### src/rtl/score_digit_video.sv
// score_digit_video: renders two 2-digit seven-segment scores into the video
// stream. BCD digits are latched once per frame at the vblank rising edge;
// the pixel output follows hpos/vpos with a fixed two-register latency.
module score_digit_video #(
    parameter logic [8:0] P1_X      = 9'd160,
    parameter logic [8:0] P2_X      = 9'd288,
    parameter logic [8:0] Y_TOP     = 9'd16,
    parameter int         DIGIT_W   = 16,
    parameter int         DIGIT_H   = 32,
    parameter int         SEG_W     = 4,
    parameter int         DIGIT_GAP = 8
) (
    input  logic       clk,
    input  logic       _reset,
    input  logic       vblank,
    input  logic [8:0] hpos,
    input  logic [8:0] vpos,
    input  logic [3:0] p1_tens,
    input  logic [3:0] p1_units,
    input  logic [3:0] p2_tens,
    input  logic [3:0] p2_units,
    output logic       score_video
);

    localparam int XW = $clog2(DIGIT_W);
    localparam int YW = $clog2(DIGIT_H);

    // Box geometry in 10 bits so right edges near column 511 cannot wrap.
    localparam logic [9:0] W10   = 10'(DIGIT_W);
    localparam logic [9:0] H10   = 10'(DIGIT_H);
    localparam logic [9:0] GAP10 = 10'(DIGIT_GAP);
    localparam logic [9:0] Y10   = {1'b0, Y_TOP};
    localparam logic [9:0] L_P1T = {1'b0, P1_X};
    localparam logic [9:0] L_P1U = L_P1T + W10 + GAP10;
    localparam logic [9:0] L_P2T = {1'b0, P2_X};
    localparam logic [9:0] L_P2U = L_P2T + W10 + GAP10;

    // Segment band boundaries in box-local coordinates.
    localparam logic [YW-1:0] Y_A_END = YW'(SEG_W);
    localparam logic [YW-1:0] Y_D_BEG = YW'(DIGIT_H - SEG_W);
    localparam logic [YW-1:0] Y_H2    = YW'(DIGIT_H / 2);
    localparam logic [YW-1:0] Y_G_BEG = YW'(DIGIT_H / 2 - SEG_W / 2);
    localparam logic [YW-1:0] Y_G_END = YW'(DIGIT_H / 2 + SEG_W / 2);
    localparam logic [XW-1:0] X_L_END = XW'(SEG_W);
    localparam logic [XW-1:0] X_R_BEG = XW'(DIGIT_W - SEG_W);

    // Digit select codes: bit 0 clear means a tens digit (subject to blanking).
    localparam logic [1:0] SEL_P1T = 2'd0;
    localparam logic [1:0] SEL_P1U = 2'd1;
    localparam logic [1:0] SEL_P2T = 2'd2;
    localparam logic [1:0] SEL_P2U = 2'd3;

    function automatic logic in_box(input logic [9:0] h, input logic [9:0] left);
        return (h >= left) && (h < left + W10);
    endfunction

    // Lit segments as {a,b,c,d,e,f,g}; non-decimal codes are blank.
    function automatic logic [6:0] seg_decode(input logic [3:0] d);
        case (d)
            4'd0:    return 7'b1111110;
            4'd1:    return 7'b0110000;
            4'd2:    return 7'b1101101;
            4'd3:    return 7'b1111001;
            4'd4:    return 7'b0110011;
            4'd5:    return 7'b1011011;
            4'd6:    return 7'b1011111;
            4'd7:    return 7'b1110000;
            4'd8:    return 7'b1111111;
            4'd9:    return 7'b1111011;
            default: return 7'b0000000;
        endcase
    endfunction

    // Segments whose region covers local (x, y), same {a..g} ordering.
    function automatic logic [6:0] seg_region(input logic [XW-1:0] x, input logic [YW-1:0] y);
        logic [6:0] r;
        r[6] = (y < Y_A_END);
        r[5] = (x >= X_R_BEG) && (y < Y_H2);
        r[4] = (x >= X_R_BEG) && (y >= Y_H2);
        r[3] = (y >= Y_D_BEG);
        r[2] = (x < X_L_END) && (y >= Y_H2);
        r[1] = (x < X_L_END) && (y < Y_H2);
        r[0] = (y >= Y_G_BEG) && (y < Y_G_END);
        return r;
    endfunction

    logic          r_vblank_q;
    logic [3:0]    r_p1_tens, r_p1_units, r_p2_tens, r_p2_units;
    logic          r_hit_p1;
    logic [1:0]    r_sel_p1;
    logic [XW-1:0] r_x_p1;
    logic [YW-1:0] r_y_p1;
    logic          r_video_p2;

    logic [9:0]    w_h10, w_v10;
    logic          w_in_y;
    logic          w_hit;
    logic [1:0]    w_sel;
    logic [XW-1:0] w_dx;
    logic [YW-1:0] w_dy;
    logic [3:0]    w_digit;
    logic          w_blank;
    logic          w_lit;
    logic          w_capture;

    assign w_h10     = {1'b0, hpos};
    assign w_v10     = {1'b0, vpos};
    assign w_in_y    = (w_v10 >= Y10) && (w_v10 < Y10 + H10);
    assign w_dy      = YW'(w_v10 - Y10);
    assign w_capture = vblank && !r_vblank_q;

    // Edge detector and once-per-frame digit latches.
    always_ff @(posedge clk or negedge _reset) begin
        if (!_reset) begin
            r_vblank_q <= 1'b0;
            r_p1_tens  <= 4'd0;
            r_p1_units <= 4'd0;
            r_p2_tens  <= 4'd0;
            r_p2_units <= 4'd0;
        end else begin
            r_vblank_q <= vblank;
            if (w_capture) begin
                r_p1_tens  <= p1_tens;
                r_p1_units <= p1_units;
                r_p2_tens  <= p2_tens;
                r_p2_units <= p2_units;
            end
        end
    end

    // Box hit detection and local x offset for the current raster position.
    always_comb begin
        w_hit = 1'b0;
        w_sel = SEL_P1T;
        w_dx  = '0;
        if (w_in_y) begin
            if (in_box(w_h10, L_P1T)) begin
                w_hit = 1'b1;
                w_sel = SEL_P1T;
                w_dx  = XW'(w_h10 - L_P1T);
            end else if (in_box(w_h10, L_P1U)) begin
                w_hit = 1'b1;
                w_sel = SEL_P1U;
                w_dx  = XW'(w_h10 - L_P1U);
            end else if (in_box(w_h10, L_P2T)) begin
                w_hit = 1'b1;
                w_sel = SEL_P2T;
                w_dx  = XW'(w_h10 - L_P2T);
            end else if (in_box(w_h10, L_P2U)) begin
                w_hit = 1'b1;
                w_sel = SEL_P2U;
                w_dx  = XW'(w_h10 - L_P2U);
            end
        end
    end

    // Stage 1: register hit, digit select and local coordinates.
    always_ff @(posedge clk or negedge _reset) begin
        if (!_reset) begin
            r_hit_p1 <= 1'b0;
            r_sel_p1 <= SEL_P1T;
            r_x_p1   <= '0;
            r_y_p1   <= '0;
        end else begin
            r_hit_p1 <= w_hit;
            r_sel_p1 <= w_sel;
            r_x_p1   <= w_dx;
            r_y_p1   <= w_dy;
        end
    end

    // Digit selection, leading-zero blanking and segment lookup.
    always_comb begin
        w_digit = 4'd0;
        case (r_sel_p1)
            SEL_P1T: w_digit = r_p1_tens;
            SEL_P1U: w_digit = r_p1_units;
            SEL_P2T: w_digit = r_p2_tens;
            default: w_digit = r_p2_units;
        endcase
        w_blank = !r_sel_p1[0] && (w_digit == 4'd0);
        w_lit   = r_hit_p1 && !w_blank &&
                  (|(seg_decode(w_digit) & seg_region(r_x_p1, r_y_p1)));
    end

    // Stage 2: register the final score pixel.
    always_ff @(posedge clk or negedge _reset) begin
        if (!_reset) begin
            r_video_p2 <= 1'b0;
        end else begin
            r_video_p2 <= w_lit;
        end
    end

    assign score_video = r_video_p2;

endmodule

### config.mk
export PLATFORM = sky130hd
export DESIGN_NAME = score_digit_video
export DESIGN_NICKNAME = d
export VERILOG_FILES = /design/src/rtl/score_digit_video.sv
export SDC_FILE = /design/constraint.sdc
export NUM_CORES = 1
export LEC_CHECK = 0
export CAP_MARGIN = 10
export CORE_MARGIN = 1.5
export CORE_UTILIZATION = 25
export CTS_CLUSTER_SIZE = 25
export DETAILED_ROUTE_END_ITERATION = 10
export PLACE_DENSITY = 0.58
export SYNTH_ARGS = -nofsm -noshare
export SYNTH_HDL_FRONTEND = slang
export SYNTH_SLANG_ARGS = --single-unit
### constraint.sdc
create_clock -name clk -period 2.45 [get_ports clk]
set_input_delay 0.245 -clock clk [delete_from_list [all_inputs] [get_ports clk]]
set_output_delay 0.245 -clock clk [all_outputs]
set_load 0.03 [all_outputs]
==> results.md <==
- Outcome: finished, final reports clean
- Port Buffer Count: 34
- Startpoint type of the worst setup path: register
- CTS max path bufs: 2
- Hold_buf cts: 0
- Maximum VDD drop: 0.0002263 V
- Initial core utilization: 25.65%
- # Max-Cap Violations: 0
- Number of distinct library cells after synthesis: 34
- WL final: 2.952 mm
- Sum Neg Setup Slack: 0 ns
- Area of the die: 6074 sq um
- Synth area leaders: dfrtp_1, mux2_2, ha_1
- Final ANT Viol Nets: 0
- Fin crit share: 95.26%
- Fin nets: 198
- Seq/Total Area, Yosys: 48.13%
- Vias in the first global route: 1078
- Share of cells above drive strength 1: 14.38%
- CTS H-tree lvls: 1
- Slew HR: 75.04%
- Inserted Diodes: 0
- FF+latch count, synth: 27
- R2R setup slack: 0.12 ns
- Routed wire per std cell: 13.12 um
- Finished Cell Area: 1881 sq um
- I/O Pins: 38
- Gr ovfl total: 0
- Async S/R FF share, synth: 100.0%
- Cell area after synthesis: 1404 sq um
- Post-synth EDFFs: 0
- Starting DRT DRC Count: 70
- Endpoints failing setup: 0
- Main synth FF type: dfrtp_1
- Rows: 27
- Power Density: 537.0 nW/um^2
- Final Hold Fails: 0
- Placer congestion estimate: 0.9339
- Worst-Margin Slew: 0.3650 ns
- P_leak: 0.7715 nW
- Chip width: 77.94 um
- DR pass1 iterations: 4
- Grt met1 use: 13.39%
- Clock Latency Late Sink: 0.28 ns
- CTS clk-pin slew, worst paths: 0.10 ns
- Global Route met3 Usage: 1.176%
- Peak Freq: 428.5 MHz
- Syn Inst Count: 116
- Arrival time worst endpoint: 2.55 ns
- Total track usage: 10.82%
- Synthesized Nets: 160
- Core Area: 5473 sq um
- Warnings, synthesis: 0
- TritonCTS clock tree: done
- DR DRC count: 0
- Clock Sinks: 27
- Vias: 1037
- Met2 usage: 18.78%
- Syn_area_per_cell: 12.10 sq um
- Worst min-delay path category: in -> async
- Max-slew violation count: 0
- Pre-CTS setup slack: 0.1024 ns
- CP required: 2.67 ns
- CP max FO: 8
- Placed cell areas: 1834 sq um
- Clock root cell: clkbuf_8
- Endpoint class of the critical path: register
- Final worst setup slack: 0.1163 ns
- Post-DP HPWL: 2.343 mm
- Post_cts resized: 0
- Num CTS Buffers: 3
- Vias/cell: 4.609
- Synth top area share: 48.13%
- First-pass GRT wire length: 5.223 mm
- Die Height: 77.94 um
- Unrepaired setup endpoints after global routing: no
- Largest net degree at the start of global routing: 28
- Most Used Layer, Global Route: met2
- Clk_skew: 0.009139 ns
- Initial antenna violation count: 0
- Min Tclk post-route: 2.334 ns
- Area Overhead vs Synth: 33.96%
- Postcts setup bufs: 0
- Crit Path Class: reg -> reg
- Area leader, netlist: dfrtp_1
-- flip-flops by register name, indices dropped and copies added, names as in the netlist --
signal,cells
r_p2_tens,4
r_x_p1,2
r_hit_p1,1
r_sel_p1,2
r_p1_tens,4
r_p2_units,4
r_y_p1,4
r_vblank_q,1
r_p1_units,4
score_video,1
-- cells in the mapped netlist (2+ instances only) --
master	instances
mux2i_1	2
ha_1	7
nor2b_1	3
inv_1	7
nand2b_1	2
nand3_1	3
nor2_1	5
mux4_2	3
mux2_2	10
nand4b_1	2
nand2_1	5
dfrtp_1	27
nor3_1	4
a21oi_1	5
clkbuf_1	3
a2111oi_0	2
a31oi_1	4
mux2_1	6
-- layout by cell type, fill, tap and decap left out, types with 2 or more instances in the layout --
| cell | n |
|---|---|
| nor2b_1 | 3 |
| a21oi_1 | 5 |
| dfrtp_1 | 27 |
| nand4b_1 | 2 |
| nor3_1 | 4 |
| mux2i_1 | 2 |
| nand3_1 | 3 |
| nor2_1 | 5 |
| buf_4 | 3 |
| ha_1 | 7 |
| mux2_1 | 6 |
| mux4_2 | 4 |
| nand2_1 | 5 |
| inv_1 | 7 |
| clkbuf_8 | 3 |
| mux2_2 | 10 |
| a31oi_1 | 4 |
| clkdlybuf4s50_1 | 34 |
| a2111oi_0 | 2 |
| nand2b_1 | 2 |
-- worst paths after layout --
| kind | startpoint | to | cells past startpoint |
|---|---|---|---|
| min | _reset | r_p1_units[0]$_DFFE_PN0P_ | 2 |
| min in group clk | vpos[2] | r_y_p1[2]$_DFF_PN0_ | 1 |
| max | r_sel_p1[0]$_DFF_PN0_ | score_video$_DFF_PN0_ | 8 |
| max reg2reg | r_sel_p1[0]$_DFF_PN0_ | score_video$_DFF_PN0_ | 8 |
| max in group asynchronous | _reset | score_video$_DFF_PN0_ | 2 |
| min reg2reg | r_p1_units[2]$_DFFE_PN0P_ | r_p1_units[2]$_DFFE_PN0P_ | 1 |
-- kinds of logic after synthesis --
| group | after synthesis | synth area share (%) |
|---|---|---|
| AOI/OAI and AO/OA | 17 | 8.022 |
| adders and majority gates | 7 | 6.239 |
| buffers and inverters | 11 | 3.476 |
| and+or+nand+nor | 30 | 11.94 |
| DFF | 27 | 48.13 |
| xor gates and xnor gates | 2 | 1.248 |
| muxes | 22 | 20.94 |
-- layout make-up --
class	count	area, sq um
tap	72	90.09
fill	573	3592
clock buffer	3	41.29
clock inverter	1	8.758
timing repair buffer	37	362.8
inverter	7	26.28
sequential	27	675.6
multi-input combinational	78	675.6
-- where the power goes --
group / internal, mW / switching, mW
Clock: 0.120 / 0.151
Combinational: 0.127 / 0.0957
Sequential: 0.489 / 0.0287
-- worst max-delay path, cell delays in order, from the launching register on --
cell and delay [ns]:
dfrtp_1 0.41, buf_4 0.17, mux4_2 0.44, inv_1 0.11, ha_1 0.19, a2111oi_0 0.37
o22ai_1 0.15, a21oi_1 0.22, o311a_1 0.20
-- through the flow --
stage	power, mW	hold WS [ns]	utilization [%]	std cells
floorplan	0.6479	-0.05059	-	116
global placement	0.7325	0.4786	33.52	221
detailed placement	0.7484	0.4867	33.52	221
CTS	1.019	0.3331	34.43	225
global route	1.070	0.3549	34.36	225
finish	1.010	0.3191	34.36	225
-- routing by layer --
| metal | share of wire [%] | routed length (um) | up-vias |
|---|---|---|---|
| met5 | 0 | 0 | - |
| met4 | 1.8 | 52 | 0 |
| met3 | 2.1 | 61 | 4 |
| met2 | 54 | 1593 | 19 |
| met1 | 42 | 1244 | 519 |
| li1 | - | - | 495 |
Power figures use the tool's default switching activity.
